File: config.mk
export PLATFORM = sky130hd
export DESIGN_NAME = trap_ctrl_flat
export DESIGN_NICKNAME = d
export VERILOG_FILES = /design/src/rtl/trap_ctrl_pkg.sv /design/src/rtl/trap_ctrl_if.sv /design/src/rtl/trap_ctrl_irq_sync.sv /design/src/rtl/trap_ctrl.sv /design/src/flat_wrapper.sv
export SDC_FILE = /design/constraint.sdc
export NUM_CORES = 1
export LEC_CHECK = 0
export CORE_ASPECT_RATIO = 1.25
export CORE_MARGIN = 1
export CORE_UTILIZATION = 50
export CTS_CLUSTER_SIZE = 8
export DETAILED_ROUTE_END_ITERATION = 12
export DONT_BUFFER_PORTS = 1
export HOLD_SLACK_MARGIN = 0.02
export PLACE_DENSITY = 0.69
export SETUP_SLACK_MARGIN = 0.02
export SLEW_MARGIN = 15
export SYNTH_ARGS = -nofsm -noshare
export SYNTH_HDL_FRONTEND = slang
export SYNTH_SLANG_ARGS = --single-unit
File: constraint.sdc
create_clock -name clk_i -period 3.8 [get_ports clk_i]
set_input_delay 0.57 -clock clk_i [delete_from_list [all_inputs] [get_ports clk_i]]
set_output_delay 0.57 -clock clk_i [all_outputs]
set_load 0.05 [all_outputs]
File: src/rtl/trap_ctrl_pkg.sv
// Shared constants for the M-mode trap controller: CSR addresses, cause codes,
// mstatus bit positions and FSM state encodings.
package trap_pkg;

  localparam logic [11:0] CSR_MSTATUS  = 12'h300;
  localparam logic [11:0] CSR_MIE      = 12'h304;
  localparam logic [11:0] CSR_MTVEC    = 12'h305;
  localparam logic [11:0] CSR_MSCRATCH = 12'h340;
  localparam logic [11:0] CSR_MEPC     = 12'h341;
  localparam logic [11:0] CSR_MCAUSE   = 12'h342;
  localparam logic [11:0] CSR_MTVAL    = 12'h343;
  localparam logic [11:0] CSR_MIP      = 12'h344;

  localparam logic [4:0] EXC_INST_MIS = 5'd0;
  localparam logic [4:0] EXC_ILLEGAL  = 5'd2;
  localparam logic [4:0] EXC_EBREAK   = 5'd3;
  localparam logic [4:0] EXC_LD_MIS   = 5'd4;
  localparam logic [4:0] EXC_ST_MIS   = 5'd6;
  localparam logic [4:0] EXC_ECALL    = 5'd11;

  localparam int IRQ_MSI        = 3;
  localparam int IRQ_MTI        = 7;
  localparam int IRQ_MEI        = 11;
  localparam int IRQ_LOCAL_BASE = 16;

  localparam int MSTATUS_MIE  = 3;
  localparam int MSTATUS_MPIE = 7;

  localparam logic [1:0] ST_RUN      = 2'd0;
  localparam logic [1:0] ST_FLUSH    = 2'd1;
  localparam logic [1:0] ST_REDIRECT = 2'd2;

endpackage

File: src/rtl/trap_ctrl_if.sv
// Write-back / fetch side bundle of the trap controller; master is the pipeline,
// slave is trap_ctrl.
interface trap_ctrl_if #(
  parameter int XLEN          = 32,
  parameter int NUM_LOCAL_IRQ = 4
);
  logic                     retire_valid_i;
  logic [XLEN-1:0]          pc_i;
  logic [31:0]              instruction_i;
  logic [XLEN-1:0]          mem_addr_i;
  logic                     e_inst_addr_mis_i;
  logic                     e_illegal_inst_i;
  logic                     e_ecall_i;
  logic                     e_ebreak_i;
  logic                     e_ld_addr_mis_i;
  logic                     e_st_addr_mis_i;
  logic                     mret_i;
  logic [2:0]               irq_m_i;
  logic [NUM_LOCAL_IRQ-1:0] irq_local_i;
  logic                     csr_we_i;
  logic [11:0]              csr_addr_i;
  logic [XLEN-1:0]          csr_wdata_i;
  logic [XLEN-1:0]          csr_rdata_o;
  logic                     kill_o;
  logic                     stall_o;
  logic                     flush_o;
  logic                     redirect_valid_o;
  logic [XLEN-1:0]          redirect_pc_o;
  logic                     redirect_ready_i;

  modport master (
    output retire_valid_i, pc_i, instruction_i, mem_addr_i,
           e_inst_addr_mis_i, e_illegal_inst_i, e_ecall_i, e_ebreak_i,
           e_ld_addr_mis_i, e_st_addr_mis_i, mret_i, irq_m_i, irq_local_i,
           csr_we_i, csr_addr_i, csr_wdata_i, redirect_ready_i,
    input  csr_rdata_o, kill_o, stall_o, flush_o, redirect_valid_o, redirect_pc_o
  );

  modport slave (
    input  retire_valid_i, pc_i, instruction_i, mem_addr_i,
           e_inst_addr_mis_i, e_illegal_inst_i, e_ecall_i, e_ebreak_i,
           e_ld_addr_mis_i, e_st_addr_mis_i, mret_i, irq_m_i, irq_local_i,
           csr_we_i, csr_addr_i, csr_wdata_i, redirect_ready_i,
    output csr_rdata_o, kill_o, stall_o, flush_o, redirect_valid_o, redirect_pc_o
  );
endinterface

File: src/rtl/trap_ctrl_irq_sync.sv
// Multi-flop synchroniser for asynchronous interrupt levels; STAGES cycles of
// latency, STAGES = 0 passes the inputs straight through. No backpressure.
module irq_sync #(
  parameter int WIDTH  = 1,
  parameter int STAGES = 2
) (
  input  logic             clk_i,
  input  logic             rst_i,
  input  logic [WIDTH-1:0] d_i,
  output logic [WIDTH-1:0] q_o
);

  generate
    if (STAGES == 0) begin : g_bypass
      assign q_o = d_i;
    end else begin : g_sync
      logic [WIDTH-1:0] sync_q [STAGES];
      logic [WIDTH-1:0] sync_d [STAGES];

      always_comb begin
        sync_d[0] = d_i;
        for (int i = 1; i < STAGES; i++) begin
          sync_d[i] = sync_q[i-1];
        end
      end

      always_ff @(posedge clk_i) begin
        for (int i = 0; i < STAGES; i++) begin
          if (rst_i) sync_q[i] <= '0;
          else       sync_q[i] <= sync_d[i];
        end
      end

      assign q_o = sync_q[STAGES-1];
    end
  endgenerate

endmodule

File: src/rtl/trap_ctrl.sv
// M-mode trap controller: decides trap/mret combinationally in WB (kill_o same cycle),
// then FLUSH for one cycle and REDIRECT held until fetch accepts.
module trap_ctrl
  import trap_pkg::*;
#(
  parameter int              XLEN          = 32,
  parameter int              NUM_LOCAL_IRQ = 4,
  parameter int              SYNC_STAGES   = 2,
  parameter logic [XLEN-1:0] MTVEC_RESET   = '0
) (
  input  logic     clk_i,
  input  logic     rst_i,
  trap_ctrl_if.slave bus
);

  localparam int NIRQ = 3 + NUM_LOCAL_IRQ;

  logic [NIRQ-1:0] irq_raw;
  logic [NIRQ-1:0] irq_lvl;

  assign irq_raw = {bus.irq_local_i, bus.irq_m_i};

  irq_sync #(
    .WIDTH  (NIRQ),
    .STAGES (SYNC_STAGES)
  ) u_irq_sync (
    .clk_i (clk_i),
    .rst_i (rst_i),
    .d_i   (irq_raw),
    .q_o   (irq_lvl)
  );

  logic [1:0]      state_q, state_d;
  logic            mie_bit_q, mie_bit_d;
  logic            mpie_q, mpie_d;
  logic [XLEN-1:0] mie_q, mie_d;
  logic [XLEN-1:0] mtvec_q, mtvec_d;
  logic [XLEN-1:0] mscratch_q, mscratch_d;
  logic [XLEN-1:0] mepc_q, mepc_d;
  logic [XLEN-1:0] mcause_q, mcause_d;
  logic [XLEN-1:0] mtval_q, mtval_d;
  logic [XLEN-1:0] redirect_pc_q, redirect_pc_d;

  logic [XLEN-1:0] mip;
  logic [XLEN-1:0] irq_mask;
  logic [XLEN-1:0] irq_pend;
  logic [4:0]      irq_code;
  logic [4:0]      exc_code;
  logic [XLEN-1:0] exc_tval;
  logic [4:0]      trap_code;
  logic [XLEN-1:0] trap_target;
  logic [XLEN-1:0] mtvec_base;
  logic            retire, exc_any, take_irq, take_exc, trap, do_mret, csr_wr;

  always_comb begin
    mip      = '0;
    irq_mask = '0;
    mip[IRQ_MSI] = irq_lvl[0];
    mip[IRQ_MTI] = irq_lvl[1];
    mip[IRQ_MEI] = irq_lvl[2];
    irq_mask[IRQ_MSI] = 1'b1;
    irq_mask[IRQ_MTI] = 1'b1;
    irq_mask[IRQ_MEI] = 1'b1;
    for (int k = 0; k < NUM_LOCAL_IRQ; k++) begin
      mip[IRQ_LOCAL_BASE+k]      = irq_lvl[3+k];
      irq_mask[IRQ_LOCAL_BASE+k] = 1'b1;
    end
  end

  // Interrupt arbitration: later assignments win, so MEI > MSI > MTI > lowest local.
  always_comb begin
    irq_pend = mip & mie_q;
    irq_code = '0;
    for (int k = NUM_LOCAL_IRQ - 1; k >= 0; k--) begin
      if (irq_pend[IRQ_LOCAL_BASE+k]) irq_code = 5'(IRQ_LOCAL_BASE + k);
    end
    if (irq_pend[IRQ_MTI]) irq_code = 5'(IRQ_MTI);
    if (irq_pend[IRQ_MSI]) irq_code = 5'(IRQ_MSI);
    if (irq_pend[IRQ_MEI]) irq_code = 5'(IRQ_MEI);
  end

  always_comb begin
    exc_code = '0;
    exc_tval = '0;
    if (bus.e_inst_addr_mis_i) begin
      exc_code = EXC_INST_MIS;
      exc_tval = bus.pc_i;
    end else if (bus.e_illegal_inst_i) begin
      exc_code = EXC_ILLEGAL;
      exc_tval = XLEN'(bus.instruction_i);
    end else if (bus.e_ebreak_i) begin
      exc_code = EXC_EBREAK;
      exc_tval = bus.pc_i;
    end else if (bus.e_ecall_i) begin
      exc_code = EXC_ECALL;
    end else if (bus.e_ld_addr_mis_i) begin
      exc_code = EXC_LD_MIS;
      exc_tval = bus.mem_addr_i;
    end else if (bus.e_st_addr_mis_i) begin
      exc_code = EXC_ST_MIS;
      exc_tval = bus.mem_addr_i;
    end
  end

  assign retire   = (state_q == ST_RUN) && !rst_i && bus.retire_valid_i;
  assign exc_any  = bus.e_inst_addr_mis_i | bus.e_illegal_inst_i | bus.e_ecall_i |
                    bus.e_ebreak_i | bus.e_ld_addr_mis_i | bus.e_st_addr_mis_i;
  assign take_irq = retire && mie_bit_q && (|irq_pend);
  assign take_exc = retire && !take_irq && exc_any;
  assign trap     = take_irq || take_exc;
  assign do_mret  = retire && bus.mret_i && !trap;
  assign csr_wr   = retire && bus.csr_we_i && !trap;

  assign trap_code   = take_irq ? irq_code : exc_code;
  assign mtvec_base  = {mtvec_q[XLEN-1:2], 2'b00};
  assign trap_target = (take_irq && mtvec_q[1:0] == 2'b01)
                     ? mtvec_base + (XLEN'(trap_code) << 2)
                     : mtvec_base;

  always_comb begin
    bus.csr_rdata_o = '0;
    case (bus.csr_addr_i)
      CSR_MSTATUS: begin
        bus.csr_rdata_o[MSTATUS_MIE]  = mie_bit_q;
        bus.csr_rdata_o[MSTATUS_MPIE] = mpie_q;
        bus.csr_rdata_o[12:11]        = 2'b11;
      end
      CSR_MIE:      bus.csr_rdata_o = mie_q;
      CSR_MTVEC:    bus.csr_rdata_o = mtvec_q;
      CSR_MSCRATCH: bus.csr_rdata_o = mscratch_q;
      CSR_MEPC:     bus.csr_rdata_o = mepc_q;
      CSR_MCAUSE:   bus.csr_rdata_o = mcause_q;
      CSR_MTVAL:    bus.csr_rdata_o = mtval_q;
      CSR_MIP:      bus.csr_rdata_o = mip;
      default:      bus.csr_rdata_o = '0;
    endcase
  end

  always_comb begin
    mie_bit_d     = mie_bit_q;
    mpie_d        = mpie_q;
    mie_d         = mie_q;
    mtvec_d       = mtvec_q;
    mscratch_d    = mscratch_q;
    mepc_d        = mepc_q;
    mcause_d      = mcause_q;
    mtval_d       = mtval_q;
    redirect_pc_d = redirect_pc_q;

    if (csr_wr) begin
      case (bus.csr_addr_i)
        CSR_MSTATUS: begin
          mie_bit_d = bus.csr_wdata_i[MSTATUS_MIE];
          mpie_d    = bus.csr_wdata_i[MSTATUS_MPIE];
        end
        CSR_MIE:      mie_d      = bus.csr_wdata_i & irq_mask;
        CSR_MTVEC:    mtvec_d    = {bus.csr_wdata_i[XLEN-1:2],
                                    (bus.csr_wdata_i[1:0] == 2'b01) ? 2'b01 : 2'b00};
        CSR_MSCRATCH: mscratch_d = bus.csr_wdata_i;
        CSR_MEPC:     mepc_d     = {bus.csr_wdata_i[XLEN-1:2], 2'b00};
        CSR_MCAUSE:   mcause_d   = bus.csr_wdata_i;
        CSR_MTVAL:    mtval_d    = bus.csr_wdata_i;
        default: ;
      endcase
    end

    if (trap) begin
      mepc_d        = {bus.pc_i[XLEN-1:2], 2'b00};
      mcause_d      = {take_irq, (XLEN-1)'(trap_code)};
      mtval_d       = take_irq ? '0 : exc_tval;
      mpie_d        = mie_bit_q;
      mie_bit_d     = 1'b0;
      redirect_pc_d = trap_target;
    end else if (do_mret) begin
      mie_bit_d     = mpie_q;
      mpie_d        = 1'b1;
      redirect_pc_d = mepc_q;
    end
  end

  always_comb begin
    state_d = state_q;
    case (state_q)
      ST_RUN:      if (trap || do_mret) state_d = ST_FLUSH;
      ST_FLUSH:    state_d = ST_REDIRECT;
      ST_REDIRECT: if (bus.redirect_ready_i) state_d = ST_RUN;
      default:     state_d = ST_RUN;
    endcase
  end

  always_ff @(posedge clk_i) begin
    if (rst_i) begin
      state_q       <= ST_RUN;
      mie_bit_q     <= 1'b0;
      mpie_q        <= 1'b0;
      mie_q         <= '0;
      mtvec_q       <= MTVEC_RESET;
      mscratch_q    <= '0;
      mepc_q        <= '0;
      mcause_q      <= '0;
      mtval_q       <= '0;
      redirect_pc_q <= '0;
    end else begin
      state_q       <= state_d;
      mie_bit_q     <= mie_bit_d;
      mpie_q        <= mpie_d;
      mie_q         <= mie_d;
      mtvec_q       <= mtvec_d;
      mscratch_q    <= mscratch_d;
      mepc_q        <= mepc_d;
      mcause_q      <= mcause_d;
      mtval_q       <= mtval_d;
      redirect_pc_q <= redirect_pc_d;
    end
  end

  assign bus.kill_o           = trap;
  assign bus.stall_o          = (state_q != ST_RUN);
  assign bus.flush_o          = (state_q == ST_FLUSH);
  assign bus.redirect_valid_o = (state_q == ST_REDIRECT);
  assign bus.redirect_pc_o    = redirect_pc_q;

endmodule

File: src/flat_wrapper.sv
// flat-port wrapper written by rule: the top's interface ports become plain ports
module trap_ctrl_flat import trap_pkg::*;
#(
  parameter int              XLEN          = 32,
  parameter int              NUM_LOCAL_IRQ = 4,
  parameter int              SYNC_STAGES   = 2,
  parameter logic [XLEN-1:0] MTVEC_RESET   = '0
)
  (clk_i, rst_i, bus_retire_valid_i, bus_pc_i, bus_instruction_i, bus_mem_addr_i, bus_e_inst_addr_mis_i, bus_e_illegal_inst_i, bus_e_ecall_i, bus_e_ebreak_i, bus_e_ld_addr_mis_i, bus_e_st_addr_mis_i, bus_mret_i, bus_irq_m_i, bus_irq_local_i, bus_csr_we_i, bus_csr_addr_i, bus_csr_wdata_i, bus_redirect_ready_i, bus_csr_rdata_o, bus_kill_o, bus_stall_o, bus_flush_o, bus_redirect_valid_o, bus_redirect_pc_o);
  trap_ctrl_if #(.XLEN(XLEN), .NUM_LOCAL_IRQ(NUM_LOCAL_IRQ)) bus_i ();
  input  logic clk_i;
  input  logic rst_i;
  input wire logic [$bits(bus_i.retire_valid_i)-1:0] bus_retire_valid_i;
  input wire logic [$bits(bus_i.pc_i)-1:0] bus_pc_i;
  input wire logic [$bits(bus_i.instruction_i)-1:0] bus_instruction_i;
  input wire logic [$bits(bus_i.mem_addr_i)-1:0] bus_mem_addr_i;
  input wire logic [$bits(bus_i.e_inst_addr_mis_i)-1:0] bus_e_inst_addr_mis_i;
  input wire logic [$bits(bus_i.e_illegal_inst_i)-1:0] bus_e_illegal_inst_i;
  input wire logic [$bits(bus_i.e_ecall_i)-1:0] bus_e_ecall_i;
  input wire logic [$bits(bus_i.e_ebreak_i)-1:0] bus_e_ebreak_i;
  input wire logic [$bits(bus_i.e_ld_addr_mis_i)-1:0] bus_e_ld_addr_mis_i;
  input wire logic [$bits(bus_i.e_st_addr_mis_i)-1:0] bus_e_st_addr_mis_i;
  input wire logic [$bits(bus_i.mret_i)-1:0] bus_mret_i;
  input wire logic [$bits(bus_i.irq_m_i)-1:0] bus_irq_m_i;
  input wire logic [$bits(bus_i.irq_local_i)-1:0] bus_irq_local_i;
  input wire logic [$bits(bus_i.csr_we_i)-1:0] bus_csr_we_i;
  input wire logic [$bits(bus_i.csr_addr_i)-1:0] bus_csr_addr_i;
  input wire logic [$bits(bus_i.csr_wdata_i)-1:0] bus_csr_wdata_i;
  input wire logic [$bits(bus_i.redirect_ready_i)-1:0] bus_redirect_ready_i;
  output wire logic [$bits(bus_i.csr_rdata_o)-1:0] bus_csr_rdata_o;
  output wire logic [$bits(bus_i.kill_o)-1:0] bus_kill_o;
  output wire logic [$bits(bus_i.stall_o)-1:0] bus_stall_o;
  output wire logic [$bits(bus_i.flush_o)-1:0] bus_flush_o;
  output wire logic [$bits(bus_i.redirect_valid_o)-1:0] bus_redirect_valid_o;
  output wire logic [$bits(bus_i.redirect_pc_o)-1:0] bus_redirect_pc_o;
  assign bus_i.retire_valid_i = bus_retire_valid_i;
  assign bus_i.pc_i = bus_pc_i;
  assign bus_i.instruction_i = bus_instruction_i;
  assign bus_i.mem_addr_i = bus_mem_addr_i;
  assign bus_i.e_inst_addr_mis_i = bus_e_inst_addr_mis_i;
  assign bus_i.e_illegal_inst_i = bus_e_illegal_inst_i;
  assign bus_i.e_ecall_i = bus_e_ecall_i;
  assign bus_i.e_ebreak_i = bus_e_ebreak_i;
  assign bus_i.e_ld_addr_mis_i = bus_e_ld_addr_mis_i;
  assign bus_i.e_st_addr_mis_i = bus_e_st_addr_mis_i;
  assign bus_i.mret_i = bus_mret_i;
  assign bus_i.irq_m_i = bus_irq_m_i;
  assign bus_i.irq_local_i = bus_irq_local_i;
  assign bus_i.csr_we_i = bus_csr_we_i;
  assign bus_i.csr_addr_i = bus_csr_addr_i;
  assign bus_i.csr_wdata_i = bus_csr_wdata_i;
  assign bus_i.redirect_ready_i = bus_redirect_ready_i;
  assign bus_csr_rdata_o = bus_i.csr_rdata_o;
  assign bus_kill_o = bus_i.kill_o;
  assign bus_stall_o = bus_i.stall_o;
  assign bus_flush_o = bus_i.flush_o;
  assign bus_redirect_valid_o = bus_i.redirect_valid_o;
  assign bus_redirect_pc_o = bus_i.redirect_pc_o;
  trap_ctrl #(.XLEN(XLEN), .NUM_LOCAL_IRQ(NUM_LOCAL_IRQ), .SYNC_STAGES(SYNC_STAGES), .MTVEC_RESET(MTVEC_RESET)) u_core (.clk_i(clk_i), .rst_i(rst_i), .bus(bus_i));
endmodule
==> metrics.md, run 1 <==
| Metric | Value |
|---|---|
| Run status | `completed` |
| TritonCTS buffer count | `30` |
| Clock slew at the register clock pins of the worst setup and hold paths | `around 0.050 ns` |
| Post-placement cell count | `between 1500 and 2000` |
| Half-perimeter wire length after detailed placement | `~26 mm` |
| Worst ir drop on vdd | `366 µV` |
| Fraction of registers with async set or reset after synthesis | `0%` |
| DRC violation count after routing | `0` |
| Starting density of the core | `roughly half` |
| Post-CTS Hold Buffers | `0` |
| Tightest Pin Transition | `roughly 1.2 ns` |
| Tmin final | `between 3 and 4 ns` |
| Sort of element at the end of the critical path | `flip-flop` |
| Min-Delay Endpoint | `u_core.state_q[1]` |
| Die W | `133 µm` |
| Setup slack at placement | `around 0.033 ns` |
| Post-Route Utilization | `59.3%` |
| Reported leakage power | `around 0.0043 µW` |
| Final-report max-slew violation count | `0` |
| Worst hold path depth | `1` |
| Synth Instances | `~1400` |
| Number of port buffers | `0` |
| Net count, final | `between 1500 and 2000` |
| Average cell area after synthesis | `roughly 7.9 µm²` |
| Initial antenna violation count | `0` |
| Hold/Removal Path Class | `in2reg` |
| Worst Path Class, Setup | `reg2reg` |
| Layout cells sized above 1 | `10.9%` |
| Startpoint class of the critical path | `flip-flop` |
| Layout Skew | `around 0.012 ns` |
| # Post-CTS Setup Buffers | `0` |
| Power per unit of standard cell area | `between 400 and 500 nW/µm²` |
| Global-route wire length before repair | `slightly below 60 mm` |
| Flip-flop and latch count after synthesis | `~210` |
| EDFF count, synth | `0` |
| N_diodes | `0` |
| Design Power | `between 5000 and 6000 µW` |
| Slew headroom | `about a fifth` |
| Reg-to-Reg Start | `u_core.state_q[1]` |
| Number of endpoints with negative hold slack in the final report | `0` |
| Final-layout setup total negative slack | `0 ns` |
| Netlist Area Pre-Place | `10800 µm²` |
| DRC violation total after the first TritonRoute iteration | `around 1100` |
| Max-cap check violation count | `0` |
| IO Pins | `between 200 and 250` |
| Prevailing post-synth register cell | `sky130_fd_sc_hd__dfxtp_1` |
| Number of standard cells in the layout, taps in and fillers out | `roughly 1600` |
| Count of H-tree levels built during CTS | `1` |
| Worst hold start | `rst_i` |
| Average detailed-routed wire length per instance | `23.4 µm` |
| Remaining antenna violation count | `0` |
| Count of endpoints failing setup in the final report | `0` |
| Std-Cell Rows | `59` |
| Post-cts resize count | `0` |
| Die Ht | `approximately 170 µm` |
| Endpoint of the most critical register-to-register path | `u_core.bus.redirect_pc_o[24]` |
| Growth of design area from synthesis to finish | `15.4%` |
| Maximum root-to-sink buffer count | `3` |
| Required time of the critical path | `about 4.2 ns` |
| TritonCTS Sinks | `between 200 and 250` |
| Clock tree from TritonCTS | `done` |
| Total Routed Length | `around 38 mm` |
| Total number of vias | `10702` |
| Pre-Repair DR Iteration Count | `8` |
| Share of the clock period used by the worst path | `a little over nine tenths` |
| Vias in the first global route | `approximately 10000` |
| Crit path DAT | `roughly 4 ns` |
| Ratio of routed vias to standard cells | `6.56` |
| Area of the die | `between 20000 and 25000 µm²` |
| Achievable clock frequency | `around 0.28 GHz` |
| Sequential-to-total area share from yosys stat | `between 30 and 40%` |
| Cell at the root of the clock tree | `sky130_fd_sc_hd__clkbuf_16` |
| Final global-route overflow total | `0` |
| Number of warnings issued by yosys | `0` |
| Final weighted congestion of routability-driven global placement | `approximately 0.95` |
| Global-route total usage across every layer | `between 30% and 40%` |
| Pin count of the biggest net entering global routing | `between 150 and 200` |
| Area of the core region | `about 21000 µm²` |
| Setup repair after global routing missed its margin | `false` |
| Unique masters post-synth | `60` |
| Fill count | `about 1900` |
| Number of cell instances on the worst register-to-register path | `12` |
| Worst Setup Slack, final | `roughly 0.24 ns` |
| Insertion delay of the later-clocked pin in the worst-skew pair | `approximately 0.54 ns` |
| Peak fanout along the critical path | `5` |
| Setup slack on the worst flop-to-flop path | `around 0.24 ns` |
[area by class of cell]
cell class | instances | area [µm²] | area share, %
Multi-Input combinational cell | 1022 | 6100 | 49.1
Sequential cell | 212 | 4240 | 34.2
Timing Repair Buffer | 77 | 878 | 7.07
Clock buffer | 31 | 776 | 6.24
Tap cell | 274 | 343 | 2.76
Inverter | 14 | 52.6 | 0.423
Clock inverter | 1 | 30.0 | 0.242
[flip-flops by register name, summed over array words and instances, names as in the netlist]
register and cells:
u_core.mpie_q 1, u_core.mcause_q 32, u_core.mie_q 7, u_core.bus.redirect_pc_o 30, u_core.mscratch_q 32, u_core.mtval_q 32
u_core.u_irq_sync.g_sync.sync_q 14, u_core.state_q 2, u_core.mie_bit_q 1, u_core.mepc_q 30, u_core.mtvec_q 31
[stage by stage]
step	cell area (µm²)	hold slack [ns]
floorplan	10800	0.414
global placement	11600	0.417
detailed placement	11600	0.424
CTS	12400	0.0980
global route	12400	0.108
finish	12400	0.102
[power breakdown]
group	internal (µW)	switching, µW	total [µW]	leakage, µW
sequential	2320	145	2460	0.00172
combinational	157	250	407	0.00214
clock	1480	912	2390	0.000396
total	3950	1310	5260	0.00426
[routing by layer]
metal  global-route usage (%)  wire, µm  vias to the layer above
met2                     56.7     18200                      555
met1                     43.0     15100                     5123
met3                     6.20      3460                       85
met4                     14.2      1480                        0
met5                        0         0                        -
li1                         -         -                     4939
[cell usage after synthesis, drive strengths merged (8+ instances only)]
| cell | number | area share, % |
|---|---|---|
| a32oi | 33 | 2.7 |
| inv | 14 | 0.49 |
| a211oi | 38 | 2.6 |
| xnor2 | 19 | 1.5 |
| and3 | 8 | 0.46 |
| a221o | 8 | 0.74 |
| nor2b | 21 | 1.2 |
| dfxtp | 212 | 39 |
| o22ai | 33 | 1.9 |
| clkbuf | 103 | 3.6 |
| a22oi | 16 | 1.1 |
| a221oi | 37 | 3.0 |
| nor4 | 9 | 0.66 |
| o21ai | 61 | 2.8 |
| a31o | 19 | 1.5 |
| a21oi | 100 | 4.8 |
| nor3 | 45 | 2.1 |
| nand3 | 23 | 1.1 |
| nand2 | 271 | 9.4 |
| buf | 16 | 0.66 |
| a222oi | 16 | 1.5 |
| nor2 | 126 | 4.4 |
| mux2i | 67 | 6.2 |
[cell families (layout without fill, tap and decap cells)]
kind of cell | Yosys count | count (layout) | share of synthesized area [%]
flip-flops | 212 | 212 | 39.4
AND/OR/NAND/NOR | 535 | 535 | 21.7
other | 1 | 2 | 0.0348
multiplexers | 69 | 69 | 6.64
adder cells (fa/ha/maj) | 6 | 6 | 0.767
buffers and inverters | 133 | 123 | 4.74
AO/OA/AOI/OAI | 386 | 386 | 24.8
XOR/XNOR | 24 | 24 | 1.95
[worst max-delay path by stage]
stage	from	to	cells past startpoint
finish	u_core.state_q[1]	u_core.bus.redirect_pc_o[24]	12
global route	u_core.state_q[1]	u_core.bus.redirect_pc_o[28]	13
global placement	rst_i	u_core.bus.redirect_pc_o[29]	12
CTS	u_core.state_q[1]	u_core.bus.redirect_pc_o[21]	12
floorplan	rst_i	u_core.bus.redirect_pc_o[28]	13
detailed placement	rst_i	u_core.bus.redirect_pc_o[21]	12
[placed cells by master (no fill, tap or decap), drive strengths merged, types with 21 or more instances in the layout]
cell	synthesis	routed
nand2	271	271
dfxtp	212	212
nor2	126	126
a21oi	100	100
buf	16	77
mux2i	67	67
o21ai	61	61
nor3	45	45
a211oi	38	38
a221oi	37	37
o22ai	33	33
a32oi	33	33
clkbuf	103	31
nand3	23	23
nor2b	21	21
[worst max-delay path, cell delays in order (launching register included)]
cell and delay, ns:
sky130_fd_sc_hd__dfxtp_1 0.33, sky130_fd_sc_hd__or4b_1 0.60, sky130_fd_sc_hd__a311o_1 0.38, sky130_fd_sc_hd__a21oi_1 0.21
sky130_fd_sc_hd__ha_1 0.20, sky130_fd_sc_hd__inv_1 0.06, sky130_fd_sc_hd__fa_1 0.44, sky130_fd_sc_hd__nor2b_2 0.18
sky130_fd_sc_hd__o2111a_1 0.21, sky130_fd_sc_hd__o21bai_1 0.17, sky130_fd_sc_hd__nor4_2 0.37, sky130_fd_sc_hd__xnor2_1 0.17
sky130_fd_sc_hd__a21oi_1 0.10
(Power assumes the default switching activity.)
==> inputs of run 2 (changes only) <==
HOLD_SLACK_MARGIN = not set   (was 0.02)
==> results of run 2 <==
Final layout, timing and power as in run 1 (identical DEF).
==> inputs of run 3 (changes only) <==
CORE_UTILIZATION = 45   (was 50)
CTS_CLUSTER_SIZE = 14   (was 8)
PLACE_DENSITY = 0.63   (was 0.69)
==> run 3 against run 2 <==
Compared with the run above: sequential power hardly changed; worst setup slack improved by 0.030 ns; critical path type unchanged; core utilization fell by 5.3 points; die area rose by 11%; critical endpoint unchanged; largest cell class unchanged; final cell count up 2.1%.
==> metrics.md, run 3 (synthesis gave the netlist of run 1 again) <==
| Metric | Value |
|---|---|
| Regs by FF count | `u_core.mcause_q (32), u_core.mscratch_q (32), u_core.mtval_q (32)` |
| IO Pins | `227 (unchanged)` |
| Final weighted congestion of routability-driven global placement | `0.909 (-3.9%)` |
| Critical path buffer and inverter count | `1 (unchanged)` |
| Cell at the root of the clock tree | `sky130_fd_sc_hd__clkbuf_16` |
| Std-Cell Rows | `62 (+5.1%)` |
| TritonCTS Sinks | `212 (unchanged)` |
| Achievable clock frequency | `0.283 GHz (+0.84%)` |
| Design Power | `5240 µW (-0.30%)` |
| Layout cells sized above 1 | `11.7% (+0.79 points)` |
| Clock tree from TritonCTS | `done` |
| Growth of design area from synthesis to finish | `16.2%` |
| Final global-route overflow total | `0 (unchanged)` |
| Required time of the critical path | `4.20 ns (about the same)` |
| Pre-Repair DR Iteration Count | `6 (-2)` |
| Ratio of routed vias to standard cells | `6.42 (-2.1%)` |
| Total number of vias | `10697 (-0.047%)` |
| Family with the most delay on the worst path | `simple AND/OR/NAND/NOR gates` |
| Max-cap check violation count | `0 (unchanged)` |
| Maximum cell stage delay along the critical path | `0.60 ns (about the same)` |
| Area of the die | `24600 µm² (+11%)` |
| Most frequent cells in the layout | `271 x sky130_fd_sc_hd__nand2_1, 212 x sky130_fd_sc_hd__dfxtp_1, 125 x sky130_fd_sc_hd__nor2_1` |
| Area of the core region | `23200 µm² (+11%)` |
| Layout Skew | `0.0175 ns (+0.00519 ns)` |
| Pin count of the biggest net entering global routing | `185 (unchanged)` |
| Crit path DAT | `3.93 ns (-0.03 ns)` |
| Total Routed Length | `41.1 mm (+7.7%)` |
| DRC violation total after the first TritonRoute iteration | `1258 (+19%)` |
| Remaining antenna violation count | `0 (unchanged)` |
| Average detailed-routed wire length per instance | `24.7 µm (+5.5%)` |
| Net count, final | `1525 (+0.20%)` |
| Hold/Removal Path Class | `in2reg` |
| Number of port buffers | `0 (unchanged)` |
| Die Ht | `175 µm (+5.3%)` |
| Most frequent standard cell in the layout excluding fill and tap cells | `sky130_fd_sc_hd__nand2_1` |
| Reported leakage power | `0.00432 µW (+1.3%)` |
| Sort of element at the end of the critical path | `flip-flop` |
| Die W | `140 µm (+5.3%)` |
| Peak fanout along the critical path | `5 (unchanged)` |
| Initial antenna violation count | `3 (+3)` |
| Worst hold slack across all endpoints | `0.130 ns (+0.0283 ns)` |
| Startpoint class of the critical path | `flip-flop` |
| Half-perimeter wire length after detailed placement | `28.5 mm (+9.3%)` |
| Count of endpoints failing setup in the final report | `0 (unchanged)` |
| Most common cell on crit path | `sky130_fd_sc_hd__a21oi_1` |
| Power per unit of standard cell area | `419 nW/µm² (-1.0%)` |
| DRC violation count after routing | `0 (unchanged)` |
| Global-route total usage across every layer | `33.4% (-0.62 points)` |
| Maximum root-to-sink buffer count | `3 (unchanged)` |
| Number of endpoints with negative hold slack in the final report | `0 (unchanged)` |
| Tmin final | `3.53 ns (-0.0296 ns)` |
| Final-report max-slew violation count | `0 (unchanged)` |
| # Post-CTS Setup Buffers | `0 (unchanged)` |
| Vias in the first global route | `10119 (-2.8%)` |
| N_diodes | `0 (unchanged)` |
| Tightest Pin Transition | `1.09 ns (-0.118 ns)` |
| Count of H-tree levels built during CTS | `1 (unchanged)` |
| Run status | `completed` |
| Worst ir drop on vdd | `374 µV (+2.3%)` |
| Critical path, cell by cell | `or4b_1 -> a311o_1 -> a21oi_1 -> ha_1 -> inv_1 -> fa_1 -> nor2b_2 -> o2111a_1 -> o21bai_1 -> nor4_1 -> xnor2_1 -> a21oi_1` |
| Fill count | `2171 (+13%)` |
| Slowest cell on crit path | `sky130_fd_sc_hd__or4b_1` |
| Multi-input logic area | `6090 µm² (-0.25%)` |
| Worst Path Class, Setup | `reg2reg` |
| Global-route wire length before repair | `62.4 mm (+5.5%)` |
| Starting density of the core | `46.4% (-4.9 points)` |
| TritonCTS buffer count | `24 (-20%)` |
| Final-layout setup total negative slack | `0 ns (unchanged)` |
| Slew headroom | `27.5% (+7.8 points)` |
| Flip-flop and latch area | `4240 µm² (unchanged)` |
| Insertion delay of the later-clocked pin in the worst-skew pair | `0.53 ns (about the same)` |
| Post-Route Utilization | `54.0% (-5.3 points)` |
| Setup repair after global routing missed its margin | `false` |
| Clock slew at the register clock pins of the worst setup and hold paths | `0.06 ns (about the same)` |
| Share of the clock period used by the worst path | `92.9% (-0.78 points)` |
## run 3: report_power, final
| part | total [µW] | switching (µW) | internal (µW) |
|---|---|---|---|
| Sequential | 2460 | 150 | 2310 |
| Combinational | 421 | 260 | 161 |
| Clock | 2360 | 945 | 1410 |
| Total | 5240 | 1360 | 3890 |
## run 3: timing repair
item | in CTS | in global routing
hold buffers | 0 | 0
setup endpoints to repair | 0 | 2
gates resized for setup | 0 | 1
## run 3: worst paths after layout
check                                        startpoint                                     to  slack [ns]  cells past startpoint
hold reg to reg   u_core.u_irq_sync.g_sync.sync_q[0][1]  u_core.u_irq_sync.g_sync.sync_q[1][1]        0.44                      1
setup reg to reg                      u_core.state_q[1]           u_core.bus.redirect_pc_o[24]        0.27                     12
setup / recovery                      u_core.state_q[1]           u_core.bus.redirect_pc_o[24]        0.27                     12
hold / removal                                    rst_i                   u_core.mscratch_q[1]        0.13                      1
## run 3: through the flow
| step | setup WS, ns | instance area (µm²) | instances |
|---|---|---|---|
| after floorplan | 0.100 | 10800 | 1367 |
| after global placement | 0.110 | 11700 | 1621 |
| after detailed placement | 0.0661 | 11700 | 1622 |
| after CTS | 0.229 | 12500 | 1665 |
| after global routing | 0.0230 | 12500 | 1665 |
| final | 0.272 | 12500 | 1665 |
## run 3: final cells by class
cell class,instances,area share [%]
Multi-Input combinational cell,1022,48.6
Sequential cell,212,33.9
Timing Repair Buffer,86,7.82
Clock buffer,35,5.62
Tap cell,288,2.88
Clock inverter,8,0.720
Inverter,14,0.420
## run 3: metal layers
layer / part of all wire [%] / wire length (µm) / GRT usage, % / vias up
met2: 45 / 18700 / 53.0 / 510
met4: 3.3 / 1360 / 12.0 / 2
met1: 42 / 17300 / 45.3 / 5138
li1: - / - / - / 4964
met5: 0.032 / 13 / 0 / -
met3: 9.1 / 3740 / 6.11 / 83
## run 3: worst register-to-register path, stage by stage (launching register included)
cell	delay (ns)
sky130_fd_sc_hd__dfxtp_1	0.34
sky130_fd_sc_hd__or4b_1	0.60
sky130_fd_sc_hd__a311o_1	0.37
sky130_fd_sc_hd__a21oi_1	0.20
sky130_fd_sc_hd__ha_1	0.25
sky130_fd_sc_hd__inv_1	0.08
sky130_fd_sc_hd__fa_1	0.44
sky130_fd_sc_hd__nor2b_2	0.17
sky130_fd_sc_hd__o2111a_1	0.21
sky130_fd_sc_hd__o21bai_1	0.15
sky130_fd_sc_hd__nor4_1	0.35
sky130_fd_sc_hd__xnor2_1	0.16
sky130_fd_sc_hd__a21oi_1	0.08
